`src/rtl/spi_slave_if_pkg.sv`:
```
// Shared SPI definitions: mode encodings, FSM states and bit-order helper.
package spi_slave_if_pkg;

    // Mode value is {CPHA, CPOL}
    localparam logic [1:0] MODE0 = 2'd0;
    localparam logic [1:0] MODE1 = 2'd1;
    localparam logic [1:0] MODE2 = 2'd2;
    localparam logic [1:0] MODE3 = 2'd3;

    typedef enum logic {
        S_IDLE  = 1'b0,
        S_SHIFT = 1'b1
    } state_e;

    function automatic logic [7:0] bitrev8(input logic [7:0] b);
        logic [7:0] r;
        for (int i = 0; i < 8; i++) begin
            r[i] = b[7-i];
        end
        return r;
    endfunction

endpackage

```
`src/rtl/spi_edge_sync.sv`:
```
// Pin synchronisers plus leading/trailing SCK edge detection relative to CPOL.
module spi_edge_sync (
    input  logic clk,
    input  logic rst,
    input  logic cpol_i,
    input  logic sck_i,
    input  logic ss_i,
    input  logic mosi_i,
    output logic ss_sync_o,
    output logic mosi_sync_o,
    output logic lead_o,
    output logic trail_o
);
    logic [2:0] sck_q;
    logic [1:0] ss_q;
    logic [1:0] mosi_q;

    // ss resets deasserted so a low pin after reset reads as a falling edge
    always_ff @(posedge clk or posedge rst) begin
        if (rst) begin
            sck_q  <= '0;
            ss_q   <= '1;
            mosi_q <= '0;
        end else begin
            sck_q  <= {sck_q[1:0], sck_i};
            ss_q   <= {ss_q[0], ss_i};
            mosi_q <= {mosi_q[0], mosi_i};
        end
    end

    assign ss_sync_o   = ss_q[1];
    assign mosi_sync_o = mosi_q[1];
    assign lead_o      = (sck_q[1] != cpol_i) && (sck_q[2] == cpol_i);
    assign trail_o     = (sck_q[1] == cpol_i) && (sck_q[2] != cpol_i);

endmodule

```
`src/rtl/srl_fifo.sv`:
```
// Shift-register FIFO: newest entry at index 0, oldest at count-1.
module srl_fifo #(
    parameter int WIDTH = 8,
    parameter int DEPTH = 4
) (
    input  logic             clk,
    input  logic             rst,
    input  logic             push_i,
    input  logic [WIDTH-1:0] data_i,
    input  logic             pop_i,
    output logic [WIDTH-1:0] data_o,
    output logic             empty_o,
    output logic             full_o
);
    localparam int AW = $clog2(DEPTH);
    localparam logic [AW:0] ONE = 1;

    logic [WIDTH-1:0] mem_q [DEPTH];
    logic [AW:0]      cnt_q, cnt_d;
    logic [AW-1:0]    rd_idx;
    logic             do_push, do_pop;

    assign empty_o = (cnt_q == '0);
    assign full_o  = (cnt_q == (AW+1)'(DEPTH));
    assign do_pop  = pop_i && !empty_o;
    // A push into a full FIFO is accepted when a pop frees the head slot
    assign do_push = push_i && (!full_o || do_pop);
    assign rd_idx  = AW'(cnt_q - ONE);
    assign data_o  = mem_q[rd_idx];

    always_comb begin
        cnt_d = cnt_q;
        if (do_push && !do_pop) begin
            cnt_d = cnt_q + ONE;
        end else if (do_pop && !do_push) begin
            cnt_d = cnt_q - ONE;
        end
    end

    always_ff @(posedge clk or posedge rst) begin
        if (rst) begin
            cnt_q <= '0;
        end else begin
            cnt_q <= cnt_d;
        end
    end

    always_ff @(posedge clk) begin
        if (do_push) begin
            mem_q[0] <= data_i;
            for (int i = 1; i < DEPTH; i++) begin
                mem_q[i] <= mem_q[i-1];
            end
        end
    end

endmodule

```
`src/rtl/spi_slave_if.sv`:
```
// SPI target with bus-side TX holding byte and RX FIFO, oversampled in the clk domain.
module spi_slave_if
    import spi_slave_if_pkg::*;
#(
    parameter int         RX_DEPTH  = 4,
    parameter logic [7:0] IDLE_BYTE = 8'hFF
) (
    input  logic        clk,
    input  logic        rst,
    input  logic [10:0] din,
    input  logic        cmd,
    input  logic        wr,
    input  logic        rd,
    output logic [8:0]  dout,
    output logic        ack,
    output logic [3:0]  status,
    input  logic        spi_sck,
    input  logic        spi_ss,
    input  logic        spi_mosi,
    output logic        spi_miso,
    output logic        spi_miso_oe
);
    state_e      state_q, state_d;
    logic [1:0]  mode_q, mode_d;
    logic        lsb_q, lsb_d;
    logic        underrun_q, underrun_d, overrun_q, overrun_d;
    logic        hold_full_q, hold_full_d, first_q, first_d, ack_q;
    logic [7:0]  hold_q, hold_d, tx_shr_q, tx_shr_d, rx_shr_q, rx_shr_d;
    logic [2:0]  bit_cnt_q, bit_cnt_d;
    logic [7:0]  tx_src, rx_byte, rx_data;
    logic        ss_sync, mosi_sync, lead, trail, cpha, cpol;
    logic        sample_edge, shift_edge, load, sample, shift, push;
    logic        rx_pop, rx_empty, rx_full;
    logic        unused_din;

    assign cpha        = mode_q[1];
    assign cpol        = mode_q[0];
    assign sample_edge = cpha ? trail : lead;
    assign shift_edge  = cpha ? lead : trail;
    assign unused_din  = ^din[10:8];

    spi_edge_sync u_sync (
        .clk         (clk),
        .rst         (rst),
        .cpol_i      (cpol),
        .sck_i       (spi_sck),
        .ss_i        (spi_ss),
        .mosi_i      (spi_mosi),
        .ss_sync_o   (ss_sync),
        .mosi_sync_o (mosi_sync),
        .lead_o      (lead),
        .trail_o     (trail)
    );

    always_comb begin : next_state
        state_d = state_q;
        unique case (state_q)
            S_IDLE:  if (!ss_sync) state_d = S_SHIFT;
            S_SHIFT: if (ss_sync)  state_d = S_IDLE;
        endcase
    end

    // With CPHA=1 the first leading edge only opens the bit window; bit 7 is already on MISO
    always_comb begin : fsm_out
        load   = 1'b0;
        sample = 1'b0;
        shift  = 1'b0;
        unique case (state_q)
            S_IDLE: load = !ss_sync;
            S_SHIFT: begin
                if (!ss_sync) begin
                    sample = sample_edge;
                    if (shift_edge && !(first_q && cpha)) begin
                        if (bit_cnt_q == 3'd0) load = 1'b1;
                        else                   shift = 1'b1;
                    end
                end
            end
        endcase
    end

    assign push    = sample && (bit_cnt_q == 3'd7);
    assign rx_byte = {rx_shr_q[6:0], mosi_sync};
    assign rx_pop  = rd && !rx_empty;

    always_comb begin : datapath
        tx_src   = hold_full_q ? hold_q : IDLE_BYTE;
        tx_shr_d = tx_shr_q;
        if (load)       tx_shr_d = lsb_q ? bitrev8(tx_src) : tx_src;
        else if (shift) tx_shr_d = {tx_shr_q[6:0], 1'b0};

        rx_shr_d = sample ? rx_byte : rx_shr_q;

        bit_cnt_d = bit_cnt_q;
        if (ss_sync || state_q == S_IDLE) bit_cnt_d = '0;
        else if (sample)                  bit_cnt_d = bit_cnt_q + 3'd1;

        first_d = first_q;
        if (state_q == S_IDLE) first_d = 1'b1;
        else if (shift_edge)   first_d = 1'b0;

        // Load consumes the old holding byte before a same-cycle write refills it
        hold_d      = hold_q;
        hold_full_d = hold_full_q;
        if (load) hold_full_d = 1'b0;
        if (wr && (!hold_full_q || load)) begin
            hold_d      = din[7:0];
            hold_full_d = 1'b1;
        end

        mode_d = cmd ? din[1:0] : mode_q;
        lsb_d  = cmd ? din[2] : lsb_q;

        underrun_d = underrun_q;
        overrun_d  = overrun_q;
        if (cmd && din[3]) begin
            underrun_d = 1'b0;
            overrun_d  = 1'b0;
        end
        if (load && !hold_full_q)        underrun_d = 1'b1;
        if (push && rx_full && !rx_pop) overrun_d  = 1'b1;
    end

    always_ff @(posedge clk or posedge rst) begin
        if (rst) begin
            state_q     <= S_IDLE;
            mode_q      <= MODE0;
            lsb_q       <= 1'b0;
            underrun_q  <= 1'b0;
            overrun_q   <= 1'b0;
            hold_full_q <= 1'b0;
            first_q     <= 1'b1;
            bit_cnt_q   <= '0;
            tx_shr_q    <= 8'hFF;
            ack_q       <= 1'b0;
        end else begin
            state_q     <= state_d;
            mode_q      <= mode_d;
            lsb_q       <= lsb_d;
            underrun_q  <= underrun_d;
            overrun_q   <= overrun_d;
            hold_full_q <= hold_full_d;
            first_q     <= first_d;
            bit_cnt_q   <= bit_cnt_d;
            tx_shr_q    <= tx_shr_d;
            ack_q       <= wr | rd | cmd;
        end
    end

    always_ff @(posedge clk) begin
        hold_q   <= hold_d;
        rx_shr_q <= rx_shr_d;
    end

    srl_fifo #(.WIDTH(8), .DEPTH(RX_DEPTH)) u_rx_fifo (
        .clk     (clk),
        .rst     (rst),
        .push_i  (push),
        .data_i  (lsb_q ? bitrev8(rx_byte) : rx_byte),
        .pop_i   (rx_pop),
        .data_o  (rx_data),
        .empty_o (rx_empty),
        .full_o  (rx_full)
    );

    assign dout        = rx_pop ? {1'b0, rx_data} : {1'b1, 8'h00};
    assign ack         = ack_q;
    assign status      = {underrun_q, overrun_q, hold_full_q, !rx_empty};
    assign spi_miso    = tx_shr_q[7];
    assign spi_miso_oe = !ss_sync;

endmodule
```
`config.mk`:
```
export PLATFORM = sky130hd
export DESIGN_NAME = spi_slave_if
export DESIGN_NICKNAME = d
export VERILOG_FILES = /design/src/rtl/spi_slave_if_pkg.sv /design/src/rtl/spi_edge_sync.sv /design/src/rtl/srl_fifo.sv /design/src/rtl/spi_slave_if.sv
export SDC_FILE = /design/constraint.sdc
export NUM_CORES = 1
export LEC_CHECK = 0
export ABC_CLOCK_PERIOD_IN_PS = 5500
export BUFFER_PORTS_ARGS = -buffer_cell sky130_fd_sc_hd__buf_2
export CORE_MARGIN = 2
export CORE_UTILIZATION = 40
export DETAILED_ROUTE_END_ITERATION = 16
export PLACE_DENSITY = 0.58
export SLEW_MARGIN = 25
export SYNTH_ARGS = -nofsm -noshare
export SYNTH_HDL_FRONTEND = slang
export SYNTH_SLANG_ARGS = --single-unit
export TNS_END_PERCENT = 100
```
`constraint.sdc`:
```
create_clock -name clk -period 5.5 [get_ports clk]
set_clock_uncertainty 0.05 [all_clocks]
set_input_delay 0.55 -clock clk [delete_from_list [all_inputs] [get_ports clk]]
set_output_delay 0.55 -clock clk [all_outputs]
set_load 0.05 [all_outputs]
```
Word level (Yosys, flattened, before mapping). Memories as Yosys holds them, arrays and structs flattened. Cells that the tools add are included.

Add/subtract/negate cells: 3. Multipliers: 0. Divide/modulo/power cells: 0. Magnitude comparators: 0. Equality and inequality tests: 7. Shift operators: 0. Multiplexer cells: 32. Bitwise operators: 3. Reductions and logical operators: 34.

Operator list (count): 8-bit two-way mux (5); 1-bit two-way mux (21); 1-bit logical AND (15); 3-bit two-way mux (4); 2-bit nonzero test (6); 9-bit two-way mux (1); 1-bit logical NOT (8); 3-bit by 1-bit adder with 3-bit output, second input constant (2); 3-bit == test, second input constant (2); 3-bit logical NOT (2); 1-bit logical OR (3); 3-bit by 1-bit subtractor with 3-bit output, second input constant (1); 1-bit == test (2); 1-bit != test (2); 2-bit by 1-bit != test with 1-bit output, second input constant (1); 1-bit bitwise OR (2); 1-bit one-hot mux with 2 select lines (1); 1-bit NOT (1).

Register bits: 45. Bits in latches: 0. RAM bits: 32. Memory bits (read-only): 0. Bits of input ports: 19. Output and inout bits: 16. Word-level logic and storage cells: 96. Memories kept: 1.

Memory list: u_rx_fifo.mem_q (depth 4, width 8, rd ports 4, clocked after memory_dff 0, wr ports 4, line srl_fifo.sv:18) `logic [WIDTH-1:0] mem_q [DEPTH];`.

Depth between registers and ports, before layout. Gate-level depths: netlist (run 1).

Word-level depth: 11. Depth in mapped cells: 10. Gate-level depth less buffers: 9.

By module. A second synthesis (run 1) with hierarchy kept.

Cells, all modules: 215. Area total of the unflattened synthesis: 3293.2 µm².

By module, submodules not included: spi_slave_if (instances 1, cells each 139, area each 1705.4 µm², sequential area each 962.2 µm²); srl_fifo (instances 1, cells each 64, area each 1372.6 µm², sequential area each 1036.0 µm²); spi_edge_sync (instances 1, cells each 12, area each 215.2 µm², sequential area each 177.7 µm²).

Worst setup path before layout (run 1). No wires, ideal clock.

Kind: register to register. Start: register u_rx_fifo.cnt_q[0]. End: register u_rx_fifo.cnt_q[2]. Setup time: 125 ps. Data arrival time: 5410 ps. Data required time: 5325 ps. Path slack: -86 ps. Stages on the path, launching flop included: 11. Buffers on the path: 1. Period minus slack after synthesis: 5586 ps. Cell sequence: dfrtp_1 > buf_2 > inv_1 > ha_1 > nand2_1 > nor2_1 > nor4b_1 > ha_1 > mux2i_1 > nor2_1 > xor2_1.

Cells in the longest elaborated chain, start to end: 9. Elaborated cells between the ends (all ways): 17. Classes of those cells: add/sub (2); eq/ne (1); mux (2); reduce/logical (12).

RTL lines: start, declared (line srl_fifo.sv:19) `logic [AW:0] cnt_q, cnt_d;`; start signal, assigned (line srl_fifo.sv:44) `cnt_q <= cnt_d;`; 3-bit logical NOT (line srl_fifo.sv:23) `assign empty_o = (cnt_q == '0);`; 1-bit logical NOT (line srl_fifo.sv:25, spi_slave_if.sv:84); 1-bit logical AND (line spi_slave_if.sv:84) `assign rx_pop = rd && !rx_empty;`; 1-bit logical AND (line srl_fifo.sv:25) `assign do_pop = pop_i && !empty_o;`; 1-bit logical OR (*) (line srl_fifo.sv:27) `assign do_push = push_i && (!full_o || do_pop);`; 1-bit logical AND (*) (line srl_fifo.sv:27); net u_rx_fifo.do_push (line srl_fifo.sv:21) `logic do_push, do_pop;`; 1-bit logical NOT (line srl_fifo.sv:35) `end else if (do_pop && !do_push) begin`; 1-bit logical AND (line srl_fifo.sv:35); 2-bit nonzero test (no line).

Mark *: on every way through the listed nets, which the timed path passes. The rest lies on a longest branch. The select of a mux whose other input is x is not followed. A chain may end at the register's enable or synchronous reset.

Final worst setup path (run 1).
Start: register u_rx_fifo.cnt_q[0]. End: output port dout[0].

Cells in the longest elaborated chain, start to end: 4. Elaborated cells between the ends (all ways): 6. Classes of those cells: add/sub (1); mux (1); reduce/logical (3); memory (1).

RTL lines: parallel branches: the longest is 3 deep, another holds memory read 4 x 8 bit; 9-bit two-way mux (*) (line spi_slave_if.sv:166) `assign dout = rx_pop ? {1'b0, rx_data} : {1'b1, 8'h00};`; end, declared (line spi_slave_if.sv:14) `output logic [8:0] dout,`.

Every way passes the cells marked *.

==> results.tsv, run 1 <==
metric	value	unit
worstPathArrival	2580	ps
worst-r2r-cell-count	10	
cts_root_buf	clkbuf_8	
finalCritPeriodShare	0.5783	
synth_area	3348	um^2
grt_max_degree	34	
drive_above_1_share	0.3952	
drt_wl_total	5606	um
antenna_cells	0	
slowest_stage	dfrtp_1	
synthCells	210	
crit_path_end	dout[0]	
synth_cell_types	37	
max_cap_violations	0	
path_class	register to output pin	
post-dp-hpwl	3706	um
cts_resized	0	
clk_pin_slew	80	ps
cts_tree	yes	
start_util	0.4096	
avgSynthCellArea	15.94	um^2
ant_nets	0	
grt_pass1_wl	8921	um
clk_path_buf_depth	2	
status	completed	
drc_errors	0	
p_leak	0.001502	uW
fin_nets	269	
rsz0062_at_grt	no	
fmax	314.4	MHz
crit_fanout	11	
cts_setup_buffers	0	
num_vias	1735	
crit_path_end_kind	output pin	
numCtsBuffers	9	
die_w	95.49	um
worst_pin_slew	875.1	ps
cts_hold_buffers	0	
synth_edf_count	47	
cellPowerDensity	329.7	nW/um^2
final_core_util	0.4643	
ioPinCount	35	
cts_num_sinks	77	
slew_violations	0	
placed_cells	337	
setup_ws	2319	ps
routedWlPerCell	15.88	um
critPathMaxStageDelay	730	ps
grt_pass1_vias	1714	
place_ws	2649	ps
antenna_found_initial	0	
min_path_type	input pin to async pin	
max-vdd-ir-drop	0.0001314	V
core	8175	um^2
hold_viol	0	
required	4900	ps
fillerInstances	734	
fp.dieH	95.49	um
synth_ff_type	edfxtp_1	
htree_levels	3	
setup_viol	0	
gp_congestion	0.6947	
async_reset_ff_frac	0.3896	
grtUsageTotal	0.1345	
slew-limit-headroom	0.4154	
ys_seq_area_frac	0.6499	
viasPerCell	4.915	
startpoint	u_rx_fifo.cnt_q[0]	
rows	33	
worstPathCellList	inv_1, ha_1, mux4_2, and3_1, buf_2	
drt_pass1_iterations	4	
drtIter0Drc	105	
synth_seq_cells	77	
port_buffers	31	
grt_overflow	0	
start_kind	register	
fp.dieArea	9118	um^2
finalCriticalPeriod	3181	ps
ys.warnings.count	0	
final.setup.tns	0	ps
r2r_end	u_rx_fifo.cnt_q[2]	
r2r_slack	2720	ps
synthToLayoutAreaGrowth	13.38	%
r2r_start	u_rx_fifo.cnt_q[0]	
layout.cells.non_filler	353	
worstSkewPairLatency	350	ps
synth_nets	236	
==> worst min-delay path by stage <==
stage,from,to,slack (ps),cells past startpoint
after floorplan,u_sync.mosi_q[0],u_sync.mosi_q[1],280,0
after global placement,u_sync.mosi_q[0],u_sync.mosi_q[1],280,0
after detailed placement,u_sync.mosi_q[0],u_sync.mosi_q[1],290,0
after CTS,rst,mode_q[1],220,3
after global routing,spi_ss,u_sync.ss_q[0],230,1
final,rst,u_sync.mosi_q[0],210,3
==> metrics by stage <==
step	hold slack (ps)	power, uW	area [um^2]
global route	234.3	1304	3796
detailed placement	286.3	809.3	3588
finish	211.8	1252	3796
floorplan	281.2	782.3	3354
global placement	281.4	806.9	3588
CTS	220.0	1264	3796
==> cell type report <==
cell class | instances | area [um^2] | area share
clock buffers | 11 | 131.4 | 0.03461
clock inverters | 5 | 76.32 | 0.02011
inverters | 8 | 30.03 | 0.007910
multi-input cells | 114 | 1081 | 0.2848
flip-flops and latches | 77 | 2176 | 0.5732
well taps | 105 | 131.4 | 0.03461
repair buffers | 33 | 170.2 | 0.04483
==> report_power, final <==
group	switching (uW)	total [uW]	internal [uW]
clock network	204	458	254
logic	58.2	112	53.7
registers	25.9	682	656
total	288	1250	964
==> cells in the mapped netlist (all sizes together) (3+ instances only) <==
cell	n	area [um^2]
edfxtp	47	1411
mux2	25	281.5
dfrtp	19	475.5
nand2	17	66.32
mux2i	12	123.9
dfstp	11	289.0
nor2	9	33.78
and3	8	50.05
inv	8	30.03
mux4	8	180.2
ha	7	87.58
buf	6	37.53
clkbuf	5	38.79
nor2b	3	18.77
xnor2	3	26.28
==> state kept, by name, summed over array words and instances (netlist names) <==
register,flops
ack,1
hold_q,8
tx_shr_q,8
u_sync.mosi_q,2
u_sync.sck_q,3
underrun_q,1
first_q,1
rx_shr_q,7
u_rx_fifo.cnt_q,3
bit_cnt_q,3
u_sync.ss_q,2
lsb_q,1
state_q,1
mode_q,2
hold_full_q,1
overrun_q,1
u_rx_fifo.mem_q,32
==> logic make-up after synthesis <==
group                    share of synthesized area
AND/OR/NAND/NOR                            0.07699
buffers and inverters                      0.03176
flip-flops                                  0.6499
adder cells (fa/ha/maj)                    0.02616
AO/OA/AOI/OAI                              0.02728
XOR/XNOR                                   0.01308
multiplexers                                0.1749
==> critical path, delay by kind of cell, from the launching register on <==
kind,cells,cell delay [ps]
mux,1,360
fa+ha+maj,1,580
simple gates,1,210
flops,1,730
buf+inv,2,360
==> cell usage in the layout, fill, tap and decap left out, types with 3 or more instances in the layout <==
| cell type | netlist | layout |
|---|---|---|
| dfrtp_1 | 19 | 19 |
| clkbuf_8 | 2 | 9 |
| nor2b_1 | 3 | 3 |
| buf_2 | 3 | 31 |
| nand2_1 | 16 | 16 |
| and3_1 | 8 | 8 |
| xnor2_1 | 3 | 3 |
| nor2_1 | 9 | 9 |
| ha_1 | 7 | 7 |
| dfstp_2 | 11 | 11 |
| mux2_2 | 25 | 25 |
| edfxtp_1 | 47 | 47 |
| inv_1 | 8 | 8 |
| mux2i_1 | 11 | 11 |
| mux4_2 | 8 | 8 |
==> per-layer routing <==
metal	up-vias	share of wire	wire length, um	global-route usage
met1	860	0.50	2821	0.1886
li1	838	-	-	-
met3	10	0.034	192	0.02609
met2	27	0.44	2455	0.1948
met5	-	0	0	0
met4	0	0.024	137	0.07857
Power figures use the tool's default switching activity.
==> inputs of run 2 (changes only) <==
ABC_AREA = 1   (was default)
ABC_CLOCK_PERIOD_IN_PS = 3000   (was 5500)
PLACE_DENSITY = 0.56   (was 0.58)
clock period = 3 ns   (was 5.5 ns; I/O delays follow)
==> run 2 against run 1 <==
Net effect: design area rose by 0.92%; routed wire length increased by 7.0%; register-to-register slack lost 2000 ps; utilization rose by 0.43 points; sequential share of layout area down 0.52 points; clock power is 51% higher; critical path type unchanged; critical endpoint is now dout[1]; largest cell class unchanged; largest power group unchanged; highest routed layer unchanged.
==> results.tsv, run 2 <==
metric	value	unit	change
status	completed		unchanged
avgSynthCellArea	10.81	um^2	was 15.94 um^2
worstSkewPairLatency	350	ps	about the same
synth_ff_type	edfxtp_1		unchanged
routedWlPerCell	13.03	um	was 15.88 um
gp_congestion	0.7867		was 0.6947
top_register	u_rx_fifo.mem_q		unchanged
crit_path_end_kind	output pin		unchanged
yosys-top-cells-area	edfxtp_1 42%, dfrtp_1 14%, dfstp_2 8.6%		unchanged
port_buffers	31		unchanged
cts_root_buf	clkbuf_8		unchanged
start_kind	register		unchanged
synth_seq_cells	77		unchanged
hold_viol	0		unchanged
synth_cell_types	31		was 37
grtUsageTotal	0.1434		was 0.1345
start_util	0.4100		was 0.4096
min_from	din[4]		
cts_hold_buffers	4		was 0
drc_errors	0		unchanged
r2r_slack	730	ps	was 2720 ps
max-vdd-ir-drop	0.0002342	V	was 0.0001314 V
p_leak	0.001618	uW	was 0.001502 uW
internal-power	1806	uW	was 963.8 uW
grt_max_degree	33		was 34
p_switching	1171	uW	was 287.9 uW
required	2650	ps	was 4900 ps
fillerInstances	795		was 734
fp.dieArea	9128	um^2	was 9118 um^2
antenna_cells	0		unchanged
synthCells	310		was 210
ioPinCount	35		unchanged
path_class	register to output pin		unchanged
grt_overflow	0		unchanged
clk_pin_slew	80	ps	about the same
reg_top3	u_rx_fifo.mem_q: 32 flops, hold_q: 8 flops, tx_shr_q: 8 flops		unchanged
slew-limit-headroom	0.4685		was 0.4154
finalCritPeriodShare	0.8945		
grt_pass1_vias	2017		was 1714
viasPerCell	4.674		was 4.915
regArea	2176	um^2	unchanged
worst-r2r-cell-count	12		was 10
core	8175	um^2	unchanged
ant_nets	0		unchanged
grt_pass1_wl	9804	um	was 8921 um
ys_seq_area_frac	0.6491		was 0.6499
cts_setup_buffers	0		unchanged
htree_levels	3		unchanged
synth_common_cells	48 x nand2_1, 47 x edfxtp_1, 44 x nor2_1		was 47 x edfxtp_1, 25 x mux2_2, 19 x dfrtp_1
cellPowerDensity	776.9	nW/um^2	was 329.7 nW/um^2
crit_fanout	10		was 11
total_power	2976	uW	was 1252 uW
r2r_start	u_sync.ss_q[1]		was u_rx_fifo.cnt_q[0]
antenna_found_initial	0		unchanged
cts_num_sinks	77		unchanged
p_sw_frac	0.3933		was 0.2300
drive_above_1_share	0.2479		was 0.3952
worstPathArrival	2330	ps	was 2580 ps
ys.warnings.count	0		unchanged
placement.cell_area	3617	um^2	was 3588 um^2
num_vias	2150		was 1735
cts_tree	yes		unchanged
r2r_end	u_rx_fifo.cnt_q[2]		unchanged
fmax	372.6	MHz	
slew_violations	0		unchanged
min_path_type	input pin to register		was input pin to async pin
holdWs	78.53	ps	was 211.8 ps
final_cell_mix	48 x nand2_1, 47 x edfxtp_1, 43 x nor2_1		was 47 x edfxtp_1, 31 x buf_2, 25 x mux2_2
synth_edf_count	47		unchanged
fin_area	3831	um^2	was 3796 um^2
seq_power_share	0.423		was 0.545
setup_viol	0		unchanged
synth_top_area_frac	0.4211		was 0.4215
die_w	95.54	um	was 95.49 um
worst_pin_slew	797.3	ps	was 875.1 ps
finalCriticalPeriod	2684	ps	
post-dp-hpwl	4100	um	was 3706 um
drt_wl_total	5996	um	was 5606 um
layout_commonest_cell	nand2_1		was edfxtp_1
power_frac_comb	0.345		was 0.089
synthToLayoutAreaGrowth	14.30	%	was 13.38%
max_cap_violations	0		unchanged
fin_nets	376		was 269
drt_pass1_iterations	4		unchanged
multi_input_area	997.2	um^2	was 1081 um^2
cts_resized	0		unchanged
synth_area	3352	um^2	was 3348 um^2
largest_register_ffs	32		unchanged
numCtsBuffers	9		unchanged
final_core_util	0.4686		was 0.4643
rows	33		unchanged
worstHoldEndpoint	hold_q[4]		
rsz0062_at_grt	no		unchanged
min_path_cells	1		
clk_path_buf_depth	2		unchanged
synth_nets	336		was 236
fp.dieH	95.54	um	was 95.49 um
yosysTopAreaCell	edfxtp_1		unchanged
drtIter0Drc	109		was 105
clkPwrFrac	0.233		was 0.366
async_reset_ff_frac	0.3896		unchanged
yosysMostFrequentCell	nand2_1		was edfxtp_1
## run 2: changes by cell type after synthesis, sizes merged, moves of 8 or more
cell	change
o21ai	+46
nand2	+40
nor2	+36
mux2	-25
inv	+21
a21oi	+11
mux2i	-10
and3	-8
mux4	-8
nand3	+8
## run 2: metal layers
metal / global-route usage / part of all wire / vias up
met4: 0.05000 / 0.013 / 0
met3: 0.05059 / 0.040 / 7
met5: 0 / 0 / -
met2: 0.2174 / 0.46 / 42
met1: 0.1913 / 0.49 / 986
li1: - / - / 1115
## run 2: final cells by class
| type | instances | area share |
|---|---|---|
| Sequential cell | 77 | 0.5679 |
| Multi-Input combinational cell | 190 | 0.2603 |
| Timing Repair Buffer | 40 | 0.06074 |
| Tap cell | 105 | 0.03429 |
| Clock buffer | 9 | 0.03233 |
| Inverter | 32 | 0.03135 |
| Clock inverter | 7 | 0.01306 |
## run 2: worst max path at each step
stage | startpoint | end | slack (ps)
final | u_rx_fifo.cnt_q[1] | dout[1] | 320
after global routing | u_rx_fifo.cnt_q[1] | dout[4] | 80
after CTS | u_rx_fifo.cnt_q[1] | dout[4] | 260
after detailed placement | u_rx_fifo.cnt_q[1] | dout[4] | 640
after global placement | u_rx_fifo.cnt_q[1] | dout[1] | 650
after floorplan | u_rx_fifo.cnt_q[0] | dout[0] | -160
## run 2: critical path, cell delays in order, from the launching register on
cell	delay, ps
dfrtp_1	370
inv_1	70
ha_1	490
clkinv_1	350
nor2_1	160
o21ai_0	110
a21oi_1	150
buf_2	290
## run 2: cells by family after synthesis
| group | count (synthesis) | synth area share |
|---|---|---|
| mux | 2 | 0.005973 |
| compound gates | 63 | 0.1026 |
| xor+xnor | 2 | 0.005227 |
| fa+ha+maj | 7 | 0.02613 |
| buf+inv | 43 | 0.05562 |
| flops | 77 | 0.6491 |
| simple gates | 116 | 0.1553 |
## run 2: power groups by stage
stage,combinational [uW],clock [uW],sequential [uW]
global route,1140,770,1270
CTS,1040,724,1260
global placement,1030,0,1280
finish,1030,693,1260
detailed placement,1040,0,1280
floorplan,805,0,1280
## run 2: metrics by stage
| step | std cells | TNS [ps] | worst slack [ps] |
|---|---|---|---|
| detailed placement | 440 | 0 | 641.3 |
| global placement | 440 | 0 | 650.0 |
| CTS | 460 | 0 | 255.0 |
| floorplan | 310 | -1277 | -159.6 |
| finish | 460 | 0 | 316.4 |
| global route | 460 | 0 | 77.27 |
==> inputs of run 3 (changes only) <==
RECOVER_POWER = 25   (was default)
==> run 3 against run 2 <==
Net effect: critical path depth stayed put; setup slack better by 3.5 ps; die area stayed put; combinational power hardly changed; sequential cell count stayed put; global-route usage stayed put; sequential share of layout area is 0.093 points higher; count of clock-buffer cells in the layout stayed put; via count is 0.28% lower; sequential power hardly changed; register-to-register slack hardly changed; total power hardly changed; critical path type unchanged; highest routed layer unchanged.
==> results.tsv, run 3 (synthesized netlist as in run 2, its figures left out) <==
metric	value	unit	change
port_buffers	31		unchanged
hold_viol	0		unchanged
drtIter0Drc	108		was 109
ioPinCount	35		unchanged
multi_input_area	997.2	um^2	unchanged
grt_max_degree	33		unchanged
worstHoldEndpoint	hold_q[4]		unchanged
status	completed		unchanged
start_util	0.4100		unchanged
setup_ws	319.8	ps	was 316.4 ps
drt_pass1_iterations	4		unchanged
setup_viol	0		unchanged
min_from	din[4]		unchanged
worst_pin_slew	798.8	ps	was 797.3 ps
fp.dieH	95.54	um	unchanged
grt_use_met1	0.1913		unchanged
numCtsBuffers	9		unchanged
placed_cells	440		unchanged
final_core_util	0.4679		was 0.4686
use_met2	0.2174		unchanged
drc_errors	0		unchanged
fmax	373.1	MHz	was 372.6 MHz
worstPathArrival	2330	ps	about the same
num_vias	2144		was 2150
worstSkewPairLatency	350	ps	about the same
layout.cells.non_filler	460		unchanged
grtUsageMet3	0.05059		unchanged
htree_levels	3		unchanged
post-dp-hpwl	4100	um	unchanged
core	8175	um^2	unchanged
cts_tree	yes		unchanged
min_path_type	input pin to register		unchanged
clk_path_buf_depth	2		unchanged
total_power	2976	uW	about the same
top_usage_layer	met2		unchanged
max-vdd-ir-drop	0.0002332	V	was 0.0002342 V
grtUsageTotal	0.1434		unchanged
crit_path_end_kind	output pin		unchanged
antenna_found_initial	0		unchanged
fp.dieArea	9128	um^2	unchanged
finalCritPeriodShare	0.8934		was 0.8945
max_cap_violations	0		unchanged
top_register	u_rx_fifo.mem_q		unchanged
clk_pin_slew	80	ps	about the same
cts_num_sinks	77		unchanged
reg_top3	u_rx_fifo.mem_q: 32 flops, hold_q: 8 flops, tx_shr_q: 8 flops		unchanged
cts_setup_buffers	0		unchanged
path_class	register to output pin		unchanged
placement.cell_area	3617	um^2	unchanged
grt_pass1_wl	9804	um	unchanged
synthToLayoutAreaGrowth	14.11	%	was 14.30%
cts_root_buf	clkbuf_8		unchanged
worst-r2r-cell-count	12		unchanged
fin_area	3825	um^2	was 3831 um^2
ant_nets	0		unchanged
final_cell_mix	48 x nand2_1, 47 x edfxtp_1, 43 x nor2_1		unchanged
r2r_slack	730	ps	about the same
min_path_cells	1		unchanged
start_kind	register		unchanged
r2r_end	u_rx_fifo.cnt_q[2]		unchanged
crit_fanout	10		unchanged
rows	33		unchanged
fin_nets	376		unchanged
routedWlPerCell	13.02	um	was 13.03 um
grt_pass1_vias	2017		unchanged
die_w	95.54	um	unchanged
p_leak	0.001604	uW	was 0.001618 uW
layout_commonest_cell	nand2_1		unchanged
r2r_start	u_sync.ss_q[1]		unchanged
slew_violations	0		unchanged
slew-limit-headroom	0.4675		was 0.4685
largest_register_ffs	32		unchanged
cellPowerDensity	777.9	nW/um^2	was 776.9 nW/um^2
fillerInstances	793		was 795
regArea	2176	um^2	unchanged
drt_wl_total	5989	um	was 5996 um
place_ws	641.3	ps	unchanged
gp_congestion	0.7867		unchanged
required	2650	ps	about the same
viasPerCell	4.661		was 4.674
antenna_cells	0		unchanged
rsz0062_at_grt	no		unchanged
grt_overflow	0		unchanged
finalCriticalPeriod	2680	ps	was 2684 ps
drive_above_1_share	0.2338		was 0.2479
==> run 3: worst max-delay path by stage <==
stage	startpoint	to	slack, ps	cells past startpoint
2_1_floorplan	u_rx_fifo.cnt_q[0]	dout[0]	-160	7
3_3_place_gp	u_rx_fifo.cnt_q[1]	dout[1]	650	7
3_5_place_dp	u_rx_fifo.cnt_q[1]	dout[4]	640	7
4_1_cts	u_rx_fifo.cnt_q[1]	dout[4]	260	7
5_1_grt	u_rx_fifo.cnt_q[1]	dout[4]	80	7
6_report	u_rx_fifo.cnt_q[1]	dout[1]	320	7
==> run 3: through the flow <==
step | hold WS [ps] | setup TNS (ps)
final | 78.47 | 0
after global routing | 47.57 | 0
after CTS | 55.90 | 0
after detailed placement | 287.1 | 0
after global placement | 284.1 | 0
after floorplan | 254.5 | -1277
==> run 3: per-layer routing <==
metal  vias up  routed length (um)  part of all wire
li1       1114                   -                 -
met1       983                2962              0.49
met2        40                2721              0.45
met3         7                 228             0.038
met4         0                  77             0.013
met5         -                   0                 0
==> run 3: timing repair <==
action | in CTS | in global routing
resized for setup | 0 | 0
endpoints found under the hold margin | 22 | 0
hold buffers | 4 | 0
==> run 3: area by class of cell <==
class / instances / share of cell area
timing repair buffer: 40 / 0.05921
inverter: 32 / 0.03140
clock inverter: 7 / 0.01308
clock buffer: 9 / 0.03238
multi-input combinational: 190 / 0.2607
tap: 105 / 0.03435
sequential: 77 / 0.5689
==> run 3: report_power, final <==
group / switching [uW] / total [uW] / leakage, uW / internal (uW)
Sequential: 46.6 / 1260 / 0.000772 / 1210
Clock: 392 / 693 / 0.0000832 / 301
Combinational: 732 / 1020 / 0.000749 / 292
==> run 3: critical path: stages (launching register included) <==
cell,delay [ps]
dfrtp_1,370
inv_1,70
ha_1,490
clkinv_1,350
nor2_1,160
o21ai_0,110
a21oi_1,150
buf_2,290
